[src/rtl/axi_rd_reorder_buffer_p.sv]
// AXI read-channel reorder buffer.
// Single-beat reads are tracked in a circular tag table in AR-issue order.
// Downstream R beats may come back in any order; each beat is matched to the
// oldest open entry with the same ID, so reads that share an ID are filled in
// the order they were issued. Upstream R beats leave strictly from the head
// of the table, which gives the original AR order back to the master.
// A beat that matches no open entry is dropped and sets a sticky error flag.
//
// state of one table entry (alloc, filled):
//   alloc filled | meaning
//   0     0      | free
//   1     0      | AR issued downstream, waiting for its R beat
//   1     1      | R beat captured, waiting to be returned upstream
module axi_rd_reorder_buffer_p #(
  parameter int DATA_WIDTH = 8,
  parameter int ID_WIDTH   = 4,
  parameter int DEPTH      = 16
) (
  input  logic                       clk,
  input  logic                       rst,
  input  logic [ID_WIDTH-1:0]        s_arid_i,
  input  logic                       s_arvalid_i,
  output logic                       s_arready_o,
  output logic [DATA_WIDTH-1:0]      s_rdata_o,
  output logic [ID_WIDTH-1:0]        s_rid_o,
  output logic [1:0]                 s_rresp_o,
  output logic                       s_rvalid_o,
  input  logic                       s_rready_i,
  output logic [ID_WIDTH-1:0]        m_arid_o,
  output logic                       m_arvalid_o,
  input  logic                       m_arready_i,
  input  logic [DATA_WIDTH-1:0]      m_rdata_i,
  input  logic [ID_WIDTH-1:0]        m_rid_i,
  input  logic [1:0]                 m_rresp_i,
  input  logic                       m_rvalid_i,
  output logic                       m_rready_o,
  output logic [$clog2(DEPTH):0]     occupancy_o,
  output logic                       err_o
);

  localparam int PTR_W = $clog2(DEPTH);
  localparam int CNT_W = PTR_W + 1;

  logic [DEPTH-1:0]      alloc_q;
  logic [DEPTH-1:0]      filled_q;
  logic [ID_WIDTH-1:0]   id_q   [DEPTH];
  logic [DATA_WIDTH-1:0] data_q [DEPTH];
  logic [1:0]            resp_q [DEPTH];

  logic [PTR_W-1:0] wr_ptr;
  logic [PTR_W-1:0] rd_ptr;
  logic [CNT_W-1:0] count;
  logic             err_q;

  logic             full;
  logic             ar_fire;
  logic             r_fire;
  logic             pop;
  logic             match_hit;
  logic [PTR_W-1:0] match_idx;
  logic [PTR_W-1:0] scan_idx;

  // Full is taken from the registered count, so a pop in the same cycle
  // cannot open a slot for an AR until the following cycle.
  assign full = (count == CNT_W'(DEPTH));

  assign m_arid_o    = s_arid_i;
  assign m_arvalid_o = s_arvalid_i & ~full & ~rst;
  assign s_arready_o = m_arready_i & ~full & ~rst;
  assign ar_fire     = m_arvalid_o & m_arready_i;

  // Every downstream beat is accepted; unmatched ones are simply dropped.
  assign m_rready_o = ~rst;
  assign r_fire     = m_rvalid_i & m_rready_o;

  // Upstream R is driven straight from the head entry, so the payload stays
  // stable for as long as the head is not popped.
  assign s_rvalid_o = alloc_q[rd_ptr] & filled_q[rd_ptr] & ~rst;
  assign s_rid_o    = id_q[rd_ptr];
  assign s_rdata_o  = data_q[rd_ptr];
  assign s_rresp_o  = resp_q[rd_ptr];
  assign pop        = s_rvalid_o & s_rready_i;

  assign occupancy_o = count;
  assign err_o       = err_q;

  // Find the oldest waiting entry for the returning ID, scanning from the head.
  always_comb begin
    match_hit = 1'b0;
    match_idx = '0;
    scan_idx  = '0;
    for (int i = 0; i < DEPTH; i++) begin
      scan_idx = rd_ptr + PTR_W'(i);
      if (!match_hit && alloc_q[scan_idx] && !filled_q[scan_idx] &&
          (id_q[scan_idx] == m_rid_i)) begin
        match_hit = 1'b1;
        match_idx = scan_idx;
      end
    end
  end

  // Entry state bits: free on pop, filled on match, allocated on AR handshake.
  // A fill never targets the head being popped (that one is already filled),
  // and an allocation never lands on an allocated slot.
  always_ff @(posedge clk) begin
    if (rst) begin
      alloc_q  <= '0;
      filled_q <= '0;
    end else begin
      if (pop) begin
        alloc_q[rd_ptr]  <= 1'b0;
        filled_q[rd_ptr] <= 1'b0;
      end
      if (r_fire && match_hit) begin
        filled_q[match_idx] <= 1'b1;
      end
      if (ar_fire) begin
        alloc_q[wr_ptr]  <= 1'b1;
        filled_q[wr_ptr] <= 1'b0;
      end
    end
  end

  // Entry payload; only meaningful while the matching state bits say so.
  always_ff @(posedge clk) begin
    if (ar_fire) begin
      id_q[wr_ptr] <= s_arid_i;
    end
    if (r_fire && match_hit) begin
      data_q[match_idx] <= m_rdata_i;
      resp_q[match_idx] <= m_rresp_i;
    end
  end

  // Circular pointers and occupancy count.
  always_ff @(posedge clk) begin
    if (rst) begin
      wr_ptr <= '0;
      rd_ptr <= '0;
      count  <= '0;
    end else begin
      if (ar_fire) begin
        wr_ptr <= wr_ptr + PTR_W'(1);
      end
      if (pop) begin
        rd_ptr <= rd_ptr + PTR_W'(1);
      end
      case ({ar_fire, pop})
        2'b10:   count <= count + CNT_W'(1);
        2'b01:   count <= count - CNT_W'(1);
        default: count <= count;
      endcase
    end
  end

  // Sticky flag for downstream beats that found no open entry.
  always_ff @(posedge clk) begin
    if (rst) begin
      err_q <= 1'b0;
    end else if (r_fire && !match_hit) begin
      err_q <= 1'b1;
    end
  end

endmodule

[config.mk]
export PLATFORM = sky130hd
export DESIGN_NAME = axi_rd_reorder_buffer_p
export DESIGN_NICKNAME = d
export VERILOG_FILES = /design/src/rtl/axi_rd_reorder_buffer_p.sv
export SDC_FILE = /design/constraint.sdc
export NUM_CORES = 1
export LEC_CHECK = 0
export ABC_AREA = 0
export CAP_MARGIN = 20
export CORE_MARGIN = 10
export CORE_UTILIZATION = 26
export CTS_BUF_LIST = sky130_fd_sc_hd__clkbuf_4
export CTS_CLUSTER_SIZE = 14
export DETAILED_ROUTE_END_ITERATION = 10
export PLACE_DENSITY_LB_ADDON = 0.08
export SLEW_MARGIN = 20
export SYNTH_ARGS = -nofsm -noshare
export SYNTH_HDL_FRONTEND = slang
export SYNTH_SLANG_ARGS = --single-unit
[constraint.sdc]
create_clock -name clk -period 5.85 [get_ports clk]
set_clock_uncertainty 0.15 [all_clocks]
set_input_delay 1.17 -clock clk [delete_from_list [all_inputs] [get_ports clk]]
set_output_delay 1.17 -clock clk [all_outputs]
set_load 0.01 [all_outputs]
# == After elaboration in Yosys (flattened, before gate mapping) ==
# Memories as Yosys holds them, arrays and structs flattened. A register that Yosys moved wholly into a read port is not among the register bits.
# Index checks and enable logic that the tools add are counted.
# totals
romBits,0
output_inout_bits,28
mem_count,3
ram_bits,224
latch_bits,0
regBits,46
# classes
magnitude_cmp,21
n_reduce_logical,85
n_mul,0
n_bitwise,18
shifts,0
n_mux,121
eq_ne,19
n_addsub,18
div_mod_pow,0
# memory_table
name,words,word_bits,rd,rd_ports_with_merged_regs,write_ports,line_no,rtl
data_q,16,8,1,1,1,47,logic [DATA_WIDTH-1:0] data_q [DEPTH];
id_q,16,4,16,1,1,46,logic [ID_WIDTH-1:0] id_q [DEPTH];
resp_q,16,2,1,1,1,48,logic [1:0] resp_q [DEPTH];
# ops
operator,n
1-bit binary-select mux with 4-bit select,32
16-bit two-way mux,8
"4-bit by 5-bit < comparator with 1-bit output, second input constant",18
4-bit two-way mux,22
4-bit == test,16
1-bit two-way mux,55
1-bit logical AND,52
16-bit AND,3
"4-bit adder, second input constant",8
1-bit logical NOT,32
16-bit inverter,2
16-bit OR,2
"4-bit by 3-bit adder with 4-bit output, second input constant",4
1-bit demux with 4-bit select,3
"4-bit by 1-bit greater-or-equal comparator with 1-bit output, second input constant",3
5-bit one-hot mux with 2 select lines,1
1-bit AND,9
"4-bit by 1-bit adder with 4-bit output, second input constant",2
"4-bit by 2-bit adder with 4-bit output, second input constant",2
"5-bit by 1-bit adder with 5-bit output, second input constant",1
"5-bit == test, second input constant",1
"5-bit by 1-bit subtractor with 5-bit output, second input constant",1
"2-bit by 1-bit == test with 1-bit output, second input constant",1
"2-bit == test, second input constant",1
2 further kinds,3

# == Logic depth before layout (Yosys ltp) ==
# depth
depth_word,90
depth_mapped,26
depth_no_buf,15

# == Worst setup path after synthesis ==
# OpenSTA, ideal clock, no wires.
# synth_path
kind,flip-flop to flip-flop
from,register rd_ptr[0]
to,"memory data_q[11][0], enable pin"
t_required_ps,5310
path_slack_ps,-391
n_path_buf,9
setup_time_ps,390
t_arrival_ps,5701
stages_incl_launch_ff,23
cell_sequence,dfxtp_1 > buf_6 > buf_8 > buf_6 > inv_2 > buf_2 > buf_1 > ha_1 > buf_4 > buf_6 > mux4_2 > mux4_2 > xnor2_1 > o211ai_1 > nor4_1 > or4_1 > buf_2 > nor3b_2 > a211oi_1 > o221ai_1 > nand2_1 > buf_2 > nor3_1
# synth_rtl
element,line_no,rtl
start: declaration,51,logic [PTR_W-1:0] rd_ptr;
start signal: assignment,146,rd_ptr <= rd_ptr + PTR_W'(1);
4-bit adder *,93,scan_idx = rd_ptr + PTR_W'(i);
net scan_idx[0],61,logic [PTR_W-1:0] scan_idx;
"parallel branches: the longest is 9 deep, another holds memory 16 x 4 bit",n/a,
end: declaration,47,
# Mark *: on every way through the listed nets, which the timed path passes. The select of a mux whose other input is x is not followed.

# == Final worst setup path ==
# layout_path
from,register rd_ptr[0]
to,"memory data_q[15][6], enable pin"
# layout_between
elab_chain_len,84
# layout_lines
element
"parallel branches: the longest is 84 deep, another holds 4-bit by 1-bit adder with 4-bit output"
# Several ways; the timed one is not identified. The select of a mux whose other input is x is not followed.

==> results.md <==
- Final instance area: 22900 um^2
- Synth top area cells: edfxtp_1, mux4_2, dfxtp_1
- Worst setup endpoint: data_q[15][6]
- Critical-path cell list: inv_2 -> ha_4 -> buf_12 -> mux4_2 -> mux4_2 -> xor2_1 -> nor4_1 -> buf_4 -> or4_1 -> nor3_2 -> buf_4 -> inv_1 -> o211ai_1 -> buf_4 -> nand2_1 -> buf_4 -> nor3_4
- Highest metal used: met4
- Mapped Area: 19100 um^2
- Total chip power: 4.04 mW
- Critical path origin: rd_ptr[0]
- Worst min path class: reg2reg
- Drt drc: 0
- Vias/cell: 5.43
- R2r setup slk: 0.24 ns
- Actual slew at the worst max-slew pin: 1.11 ns
- CP max stage cell: or4_1
- Netlist cell types: 92
- EDFF count, synth: 224
- Area after DPL: 21800 um^2
- Clk_lat worst skew: 0.80 ns
- Htree depth: 3
- Die W: 291 um
- GRT Total Usage: 0.169
- Global-route wire length before repair: 106000 um
- Hold Violations, Final: 0
- Seq cells post-synth: 274
- Area grow syn2layout: 19.9%
- TritonCTS buffer count: 77
- Syn_nets: 1457
- Top-area cell type share of the netlist area: 0.352
- CTS tree: yes
- LEAKAGE: 7.47 nW
- Worst-path clk slew: 0.08 ns
- Cell with the most instances after synthesis: edfxtp_1
- Largest net degree at the start of global routing: 79
- Crit Path Max Fanout: 12
- RSZ-0062 raised after global routing: no
- Critical Path Sink Type: register
- Final GP Congestion: 0.855
- Asr flop ratio synth: 0
- Site row count: 99
- Max-cap viol count: 0
- Worst path most repeated cell: buf_4
- Final-report setup violation count: 0
- Setup Total Neg Slack: 0 ns
- DP Cell Count: 2479
- Synth cell count leaders: edfxtp_1, mux4_2, nor2_1, mux2i_1, dfxtp_1
- Starting Density: 0.262
- Die Y: 291 um
- First-pass DRT Iterations: 5
- YS warnings: 0
- Vias in the first global route: 14300
- Status: complete, no violations
- DRT antenna net count: 0
- Ratio of final minimum period to clock period: 0.958
- Post-synthesis sequential area ratio: 0.405
- Synthesized instance count: 1411
- Ys flop type: edfxtp_1
- Slew Limit Headroom: 0.259
- Initial antenna violation count: 3
- Drt total wl: 73400 um
- Ports: 52
- Final #Nets: 1649
- CP startpoint kind: register
- WL met2: 34300 um
- FF-to-FF End: data_q[15][6]
- Clk buf depth: 3
- Final non-filler cell total: 2623
- Root Buffer: clkbuf_4
- Reg2Reg Depth: 17
- CP Data Required Time: 6.11 ns
- Worst vdd ir: 0.105 mV
- Met3 Wirelength: 3760 um
- CORE AREA: 73000 um^2
- Crit path kind: reg2reg
- Worst EP arrival: 5.87 ns
- Max Clock Freq: 178 MHz
- Clock Sinks: 274
- I/O Buffers: 51
- Routed wire per std cell: 28.0 um
- Met1 wire length: 34300 um
- Share of cells above drive strength 1: 0.370
- Grt total ovfl: 0
- Dpl hpwl: 54500 um
- Yosys top cell by area: edfxtp_1
- Vias: 14200
- Final Critical Period: 5.61 ns
- Syn avg cell area: 13.5 um^2
- Largest stage delay, worst path: 0.68 ns
- Pwr Density: 176 nW/um^2
- Die area: 84700 um^2
- Iter 0 DRT Violations: 1232
- Max Slew Vio Count: 0
- Reg-to-reg critical path startpoint: rd_ptr[0]
worst max-delay path, delay by kind of cell, from the launching register on:
family	cells	cell delay [ns]
AOI/OAI and AO/OA	1	0.16
xor gates and xnor gates	1	0.27
adders and majority gates	1	0.43
buffers and inverters	7	0.98
DFF	1	0.38
muxes	2	1.04
and+or+nand+nor	5	1.78
sequential cells by signal (all words and copies together) (netlist names), named ones only:
register,flops
data_q,128
alloc_q,16
occupancy_o,5
rd_ptr,4
resp_q,32
wr_ptr,4
err_o,1
filled_q,16
id_q,64
cell type report:
class / instances / area, um^2
fillers: 7316 / 50100
multi-input cells: 999 / 10800
flip-flops and latches: 274 / 7740
repair buffers: 232 / 2160
well taps: 959 / 1200
clock buffers: 107 / 803
clock inverters: 29 / 166
inverters: 19 / 71.3
diodes: 4 / 10.0
where the power goes:
group | total [mW] | switching (mW) | internal (mW)
Clock | 1.76 | 0.864 | 0.898
Sequential | 2.11 | 0.00603 | 2.11
Combinational | 0.160 | 0.0982 | 0.0614
Total | 4.04 | 0.968 | 3.07
per-layer routing:
layer,global-route usage,vias up
met2,0.267,488
met4,0.0341,0
met3,0.0312,68
met5,0,-
met1,0.238,7504
li1,-,6176
stage by stage:
step	setup WS [ns]	hold WS [ns]	utilization
3_3_place_gp	-0.130	0.336	0.299
2_1_floorplan	-0.127	0.344	-
5_1_grt	0.000517	0.407	0.314
6_report	0.245	0.354	0.314
4_1_cts	0.0501	0.365	0.313
3_5_place_dp	-0.199	0.350	0.299
placed cells by master, fill, tap and decap left out, drive strengths merged, types with 16 or more instances in the layout:
cell type and count:
a21oi 47, buf 182, clkbuf 107, clkdlybuf4s50 50, clkinv 24, dfxtp 50
edfxtp 224, ha 21, inv 19, mux2 19, mux2i 71, mux4 203
nand2 46, nand2b 27, nand3 47, nand4 20, nor2 81, nor2b 20
nor3 44, nor3b 17, nor4 25, o211ai 18, o21ai 16, o41ai 16
xnor2 39, xor2 37
how the worst min path moves through the flow:
stage,startpoint,to,cells past startpoint
6_report,err_o,err_o,2
3_5_place_dp,err_o,err_o,2
5_1_grt,err_o,err_o,2
3_3_place_gp,err_o,err_o,2
4_1_cts,occupancy_o[4],occupancy_o[4],2
2_1_floorplan,filled_q[2],filled_q[2],2
what timing repair did:
action / 4_1_cts / 5_1_grt
hold endpoints to repair: 0 / 0
pin swaps: 1 / 2
hold buffers: 0 / 0
setup buffers: 1 / 3
resized for setup: 4 / 4
endpoints found under the setup margin: 40 / 77
cell families (layout without fill, tap and decap cells):
| kind of cell | count (synthesis) | count (layout) | share of synthesized area |
|---|---|---|---|
| muxes | 293 | 293 | 0.288 |
| DFF | 274 | 274 | 0.405 |
| AOI/OAI and AO/OA | 187 | 187 | 0.0827 |
| xor gates and xnor gates | 76 | 76 | 0.0394 |
| and+or+nand+nor | 421 | 421 | 0.128 |
| adders and majority gates | 22 | 22 | 0.0148 |
| other | 0 | 4 | 0 |
| buffers and inverters | 138 | 387 | 0.0424 |
No activity file was read; power rests on OpenSTA's default activity.
